==> config.mk <==
export PLATFORM = sky130hd
export DESIGN_NAME = rotary_encoder_emulator
export DESIGN_NICKNAME = d
export VERILOG_FILES = /design/src/rtl/rotary_pkg.sv /design/src/rtl/rotary_bounce_lfsr.sv /design/src/rtl/rotary_encoder_emulator.sv
export SDC_FILE = /design/constraint.sdc
export NUM_CORES = 1
export LEC_CHECK = 0
export BUFFER_PORTS_ARGS = -buffer_cell sky130_fd_sc_hd__buf_2
export CAP_MARGIN = 20
export CORE_ASPECT_RATIO = 0.8
export CORE_MARGIN = 4
export CORE_UTILIZATION = 51
export CTS_CLUSTER_SIZE = 40
export DETAILED_ROUTE_END_ITERATION = 12
export PLACE_DENSITY = 0.75
export SYNTH_ARGS = -nofsm -noshare
export SYNTH_HDL_FRONTEND = slang
export SYNTH_SLANG_ARGS = --single-unit
==> constraint.sdc <==
create_clock -name clk -period 2.1 [get_ports clk]
set_clock_uncertainty 0.1 [all_clocks]
set_input_delay 0.21 -clock clk [delete_from_list [all_inputs] [get_ports clk]]
set_output_delay 0.21 -clock clk [all_outputs]
set_load 0.02 [all_outputs]
==> src/rtl/rotary_pkg.sv <==
// +--------------------------------------------------------------------------+
// | rotary_pkg: command codes, FSM states, detent Gray tables, LFSR constants |
// | Rev 1.0                                                                    |
// +--------------------------------------------------------------------------+
`default_nettype none

package rotary_pkg;

   localparam logic [1:0] CMD_NOP   = 2'b00;
   localparam logic [1:0] CMD_LEFT  = 2'b01;
   localparam logic [1:0] CMD_RIGHT = 2'b10;
   localparam logic [1:0] CMD_PRESS = 2'b11;

   typedef enum logic [1:0] {
      ST_IDLE    = 2'd0,
      ST_ROT     = 2'd1,
      ST_PRESS   = 2'd2,
      ST_RELEASE = 2'd3
   } state_t;

   // {B,A} per phase, phase 0 in the low bits
   localparam logic [7:0] RIGHT_SEQ = {2'b11, 2'b10, 2'b00, 2'b01};
   localparam logic [7:0] LEFT_SEQ  = {2'b11, 2'b01, 2'b00, 2'b10};
   localparam logic [1:0] REST      = 2'b11;

   localparam logic [7:0] LFSR_SEED = 8'hA5;
   localparam logic [7:0] LFSR_TAPS = 8'hB8;

   function automatic logic [1:0] seq_val(input logic right, input logic [1:0] idx);
      return right ? RIGHT_SEQ[{idx, 1'b0} +: 2] : LEFT_SEQ[{idx, 1'b0} +: 2];
   endfunction

   function automatic logic [1:0] prev_val(input logic right, input logic [1:0] idx);
      return (idx == 2'd0) ? REST : seq_val(right, idx - 2'd1);
   endfunction

   // Only the line that differs from the previous phase is allowed to chatter.
   function automatic logic [1:0] bounce_mix(input logic [1:0] nom, input logic [1:0] prev,
                                             input logic win, input logic b);
      logic [1:0] mask;
      mask = nom ^ prev;
      return win ? ((nom & ~mask) | (mask & {2{b}})) : nom;
   endfunction

endpackage

`default_nettype wire

==> src/rtl/rotary_bounce_lfsr.sv <==
// +--------------------------------------------------------------------------+
// | rotary_bounce_lfsr: 8-bit Fibonacci LFSR with enable, bit 0 as noise     |
// | Rev 1.0                                                                    |
// +--------------------------------------------------------------------------+
`default_nettype none

module rotary_bounce_lfsr
   import rotary_pkg::*;
#(
   parameter logic [7:0] SEED = LFSR_SEED,
   parameter logic [7:0] TAPS = LFSR_TAPS
) (
   input  logic clk,
   input  logic rst,
   input  logic en,
   output logic out_bit
);

   logic [7:0] state_q;

   always_ff @(posedge clk) begin
      if (rst) begin
         state_q <= SEED;
      end else if (en) begin
         state_q <= {state_q[6:0], ^(state_q & TAPS)};
      end
   end

   assign out_bit = state_q[0];

endmodule

`default_nettype wire

==> src/rtl/rotary_encoder_emulator.sv <==
// +--------------------------------------------------------------------------+
// | rotary_encoder_emulator: drives rotA/rotB/rotCenter from detent commands |
// | Rev 1.0                                                                    |
// +--------------------------------------------------------------------------+
`default_nettype none

module rotary_encoder_emulator
   import rotary_pkg::*;
#(
   parameter int PHASE_CYCLES   = 256,
   parameter int PRESS_CYCLES   = 1024,
   parameter int RELEASE_CYCLES = 1024,
   parameter int BOUNCE_EN      = 0,
   parameter int BOUNCE_CYCLES  = 8
) (
   input  logic       clk,
   input  logic       rst,
   input  logic       cmd_valid,
   input  logic [1:0] cmd,
   output logic       cmd_ready,
   output logic       busy,
   output logic       done,
   output logic       rotA,
   output logic       rotB,
   output logic       rotCenter
);

   localparam int MAX_A = (PHASE_CYCLES > PRESS_CYCLES) ? PHASE_CYCLES : PRESS_CYCLES;
   localparam int MAX_C = (MAX_A > RELEASE_CYCLES) ? MAX_A : RELEASE_CYCLES;
   localparam int CW    = $clog2(MAX_C) + 1;

   localparam logic [CW-1:0] PH_LAST = CW'(PHASE_CYCLES - 1);
   localparam logic [CW-1:0] PR_LAST = CW'(PRESS_CYCLES - 1);
   localparam logic [CW-1:0] RL_LAST = CW'(RELEASE_CYCLES - 1);
   localparam logic [CW-1:0] BC      = CW'(BOUNCE_CYCLES);
   localparam logic          BOUNCE_ON = (BOUNCE_EN != 0);
   localparam logic          WIN0      = BOUNCE_ON && (BOUNCE_CYCLES > 0);

   state_t        state;
   logic [1:0]    phase;
   logic [CW-1:0] cnt;
   logic          dir_right;
   logic          noise;
   logic [CW-1:0] cnt_nxt;
   logic          win_nxt;
   logic [1:0]    phase_nxt;

   assign cnt_nxt   = cnt + 1'b1;
   assign win_nxt   = BOUNCE_ON && (cnt_nxt < BC);
   assign phase_nxt = phase + 2'd1;

   assign cmd_ready = (state == ST_IDLE);
   assign busy      = (state != ST_IDLE);

   rotary_bounce_lfsr u_lfsr (
      .clk     (clk),
      .rst     (rst),
      .en      (busy && BOUNCE_ON),
      .out_bit (noise)
   );

   // Pins are computed for the cycle that follows each edge, so the window
   // test uses the post-edge counter value.
   always_ff @(posedge clk) begin
      if (rst) begin
         state     <= ST_IDLE;
         phase     <= 2'd0;
         cnt       <= '0;
         dir_right <= 1'b0;
         rotA      <= 1'b1;
         rotB      <= 1'b1;
         rotCenter <= 1'b0;
         done      <= 1'b0;
      end else begin
         done <= 1'b0;
         case (state)
            ST_IDLE: begin
               if (cmd_valid) begin
                  cnt   <= '0;
                  phase <= 2'd0;
                  case (cmd)
                     CMD_LEFT, CMD_RIGHT: begin
                        state        <= ST_ROT;
                        dir_right    <= (cmd == CMD_RIGHT);
                        {rotB, rotA} <= bounce_mix(seq_val(cmd == CMD_RIGHT, 2'd0),
                                                   REST, WIN0, noise);
                     end
                     CMD_PRESS: begin
                        state     <= ST_PRESS;
                        rotCenter <= WIN0 ? noise : 1'b1;
                     end
                     default: begin
                        done <= 1'b1;
                     end
                  endcase
               end
            end
            ST_ROT: begin
               if (cnt == PH_LAST) begin
                  cnt <= '0;
                  if (phase == 2'd3) begin
                     state        <= ST_IDLE;
                     done         <= 1'b1;
                     {rotB, rotA} <= REST;
                  end else begin
                     phase        <= phase_nxt;
                     {rotB, rotA} <= bounce_mix(seq_val(dir_right, phase_nxt),
                                                seq_val(dir_right, phase), WIN0, noise);
                  end
               end else begin
                  cnt          <= cnt_nxt;
                  {rotB, rotA} <= bounce_mix(seq_val(dir_right, phase),
                                             prev_val(dir_right, phase), win_nxt, noise);
               end
            end
            ST_PRESS: begin
               if (cnt == PR_LAST) begin
                  cnt       <= '0;
                  state     <= ST_RELEASE;
                  rotCenter <= WIN0 ? noise : 1'b0;
               end else begin
                  cnt       <= cnt_nxt;
                  rotCenter <= win_nxt ? noise : 1'b1;
               end
            end
            ST_RELEASE: begin
               if (cnt == RL_LAST) begin
                  cnt       <= '0;
                  state     <= ST_IDLE;
                  done      <= 1'b1;
                  rotCenter <= 1'b0;
               end else begin
                  cnt       <= cnt_nxt;
                  rotCenter <= win_nxt ? noise : 1'b0;
               end
            end
            default: begin
               state <= ST_IDLE;
            end
         endcase
      end
   end

endmodule

`default_nettype wire

==> metrics.yaml <==
status: "finished clean"
cts_max_level: 1
crit_required_ns: 2.26
cts_sinks: 20
grt_pass1_wl_microns: 4980
final_core_util: 0.641
hold_path.class: "in -> reg"
ys_async_sr_fraction: 0
crit_slowest_cell: "or4_4"
worstReg2RegEnd: "phase[0]$_SDFFE_PP0P_"
p_leak_uw: 0.000531
irDropWorstVdd_mv: 0.489
placed_area_sq_um: 1320
die_w_microns: 61.4
syn_area_sq_um: 1160
cts_buffers: 3
tightestPinTransition_ns: 0.485
syn-num-nets: 160
fin_crit_ns: 2.02
yosysTopAreaCellShare: 0.344
pin_count: 11
io_buffers: 10
fp.dieH_microns: 50.7
setup_viol: 0
clkTransAtPathRegs_ns: 0.12
synth_seq_area_share: 0.344
hold_violations: 0
path_cells: "ha_2 -> nand3b_1 -> or4_4 -> or3_4 -> or2_1 -> a21oi_2"
synth_edf_count: 0
hold_slack_ns: 0.152
ys.flop_type: "dfxtp_1"
place_hpwl_microns: 2110
fillers: 189
grt_usage: 0.211
avgRoutedWirePerCell_microns: 14.2
arrival_ns: 2.17
reg2reg_depth: 6
antenna_found_initial: 0
fin_setup_tns_ns: 0
finalWeightedCongestion: 0.883
finish.cell_count_without_fillers: 197
first_iter_violations: 51
hold_buffers: 0
syn_area_per_cell_sq_um: 7.76
min_period_over_period: 0.960
grt_max_degree: 18
first_global_vias: 1081
drt-total-wl_microns: 2800
dieArea_sq_um: 3110
drv_cap: 0
maxSlewViolCount: 0
cts_tree: "done"
cp_slowest_stage_delay_ns: 0.43
cp-start-kind: "register"
hold_start: "cmd_valid"
synth-seq-cells: 20
relSlewSlack: 0.676
core_area_sq_um: 2160
synthTopCellsByArea: "dfxtp_1, nand2_1, ha_1"
drive_gt1_frac: 0.238
firstDrtPassIters: 4
syn_to_final_growth_pct: 18.8
fmax_mhz: 496
min_to: "done$_SDFF_PP0_"
synth_cell_types: 40
ff2ff_setup_slack_ns: 0.08
clock_path_buffers: 2
insertion_delay_ns: 0.31
drcViolationCount: 0
power_density_nw_per_um2: 559
overflow: 0
diodes: 0
regToRegStartpoint: "cnt[1]$_SDFFE_PP0N_"
endpoint_kind: "register"
synth.largest_area_cell: "dfxtp_1"
start_util: 0.539
min_path_cells: 3
num_rows: 15
nets: 183
place_inst: 193
cts-root-buf: "clkbuf_4"
worstSetupPathType: "reg -> reg"
final_cell_area_sq_um: 1380
yosys_warnings: 0
ant_nets: 0
vias: 1181
synthTopCellsByCount: "nand2_1, dfxtp_1, nor2_1"
syn_inst: 150
vias_per_cell: 5.99
synthMostInstantiatedCell: "nand2_1"
worstPathMaxFanout: 4
what timing repair did:
action / 4_1_cts / 5_1_grt
resized for setup: 0 / 5
buffers inserted: 0 / 0
endpoints found under the setup margin: 0 / 6
through the flow:
stage / total power, uW / setup WS [ns]
after floorplan: 502 / 0.0114
after global placement: 542 / 0.118
after detailed placement: 546 / 0.0723
after CTS: 776 / 0.0325
after global routing: 820 / -0.00651
final: 773 / 0.0834
worst max path at each step:
stage / startpoint / to / cells after the start
2_1_floorplan: cnt[0]$_SDFFE_PP0N_ / phase[0]$_SDFFE_PP0P_ / 7
3_3_place_gp: cnt[0]$_SDFFE_PP0N_ / cnt[8]$_SDFFE_PP0N_ / 7
3_5_place_dp: cnt[0]$_SDFFE_PP0N_ / phase[0]$_SDFFE_PP0P_ / 6
4_1_cts: cnt[0]$_SDFFE_PP0N_ / cnt[8]$_SDFFE_PP0N_ / 7
5_1_grt: state[1]$_SDFFE_PP0P_ / busy / 4
6_report: cnt[1]$_SDFFE_PP0N_ / phase[0]$_SDFFE_PP0P_ / 6
metal layers:
| layer | global-route usage | part of all wire | wire [microns] | vias up |
|---|---|---|---|---|
| li1 | - | - | - | 582 |
| met3 | 0.0463 | 0.072 | 201 | 4 |
| met1 | 0.312 | 0.49 | 1370 | 553 |
| met2 | 0.303 | 0.43 | 1200 | 42 |
| met5 | 0 | 0 | 0 | - |
| met4 | 0.0565 | 0.012 | 33 | 0 |
report_power, final:
| part | switching (uW) | internal (uW) |
|---|---|---|
| Clock | 125 | 106 |
| Sequential | 9.07 | 393 |
| Combinational | 93.3 | 47.2 |
| Total | 228 | 546 |
logic make-up after synthesis:
kind of cell,count (synthesis),share of synthesized area
adders and majority gates,5,0.0538
and+or+nand+nor,74,0.319
muxes,1,0.00860
buffers and inverters,11,0.0441
AOI/OAI and AO/OA,34,0.192
xor gates and xnor gates,5,0.0376
DFF,20,0.344
layout make-up:
type | count | area (sq um) | share of cell area
clock buffer | 4 | 36.3 | 0.0262
timing repair buffer | 25 | 163 | 0.118
tap | 25 | 31.3 | 0.0226
inverter | 4 | 15.0 | 0.0109
multi-input combinational | 119 | 734 | 0.531
sequential | 20 | 403 | 0.291
cell usage in the layout, fill, tap and decap left out, types with 2 or more instances in the layout:
cell	n
ha_1	4
xnor2_1	5
nor3_1	7
a31oi_1	2
or3_1	2
or3_2	2
nand3b_1	2
o21ai_0	8
a22oi_1	3
buf_4	15
clkbuf_4	3
nand2_1	21
nand3_1	12
nand2b_1	2
o31ai_1	2
inv_1	4
a311oi_1	2
dfxtp_1	18
or2_1	2
a21oi_1	10
dfxtp_2	2
nor2_1	12
buf_2	10
worst max-delay path: cells and delay by family, from the launching register on:
kind	cells	cell delay, ns
AND/OR/NAND/NOR	4	1.15
flip-flops	1	0.40
adder cells (fa/ha/maj)	1	0.20
AO/OA/AOI/OAI	1	0.12
state kept, by name (all words and copies together), names as in the netlist:
| register | flops |
|---|---|
| rotCenter | 1 |
| rotB | 1 |
| dir_right | 1 |
| cnt | 11 |
| done | 1 |
| rotA | 1 |
| phase | 2 |
| state | 2 |
No activity file was read; power rests on OpenSTA's default activity.
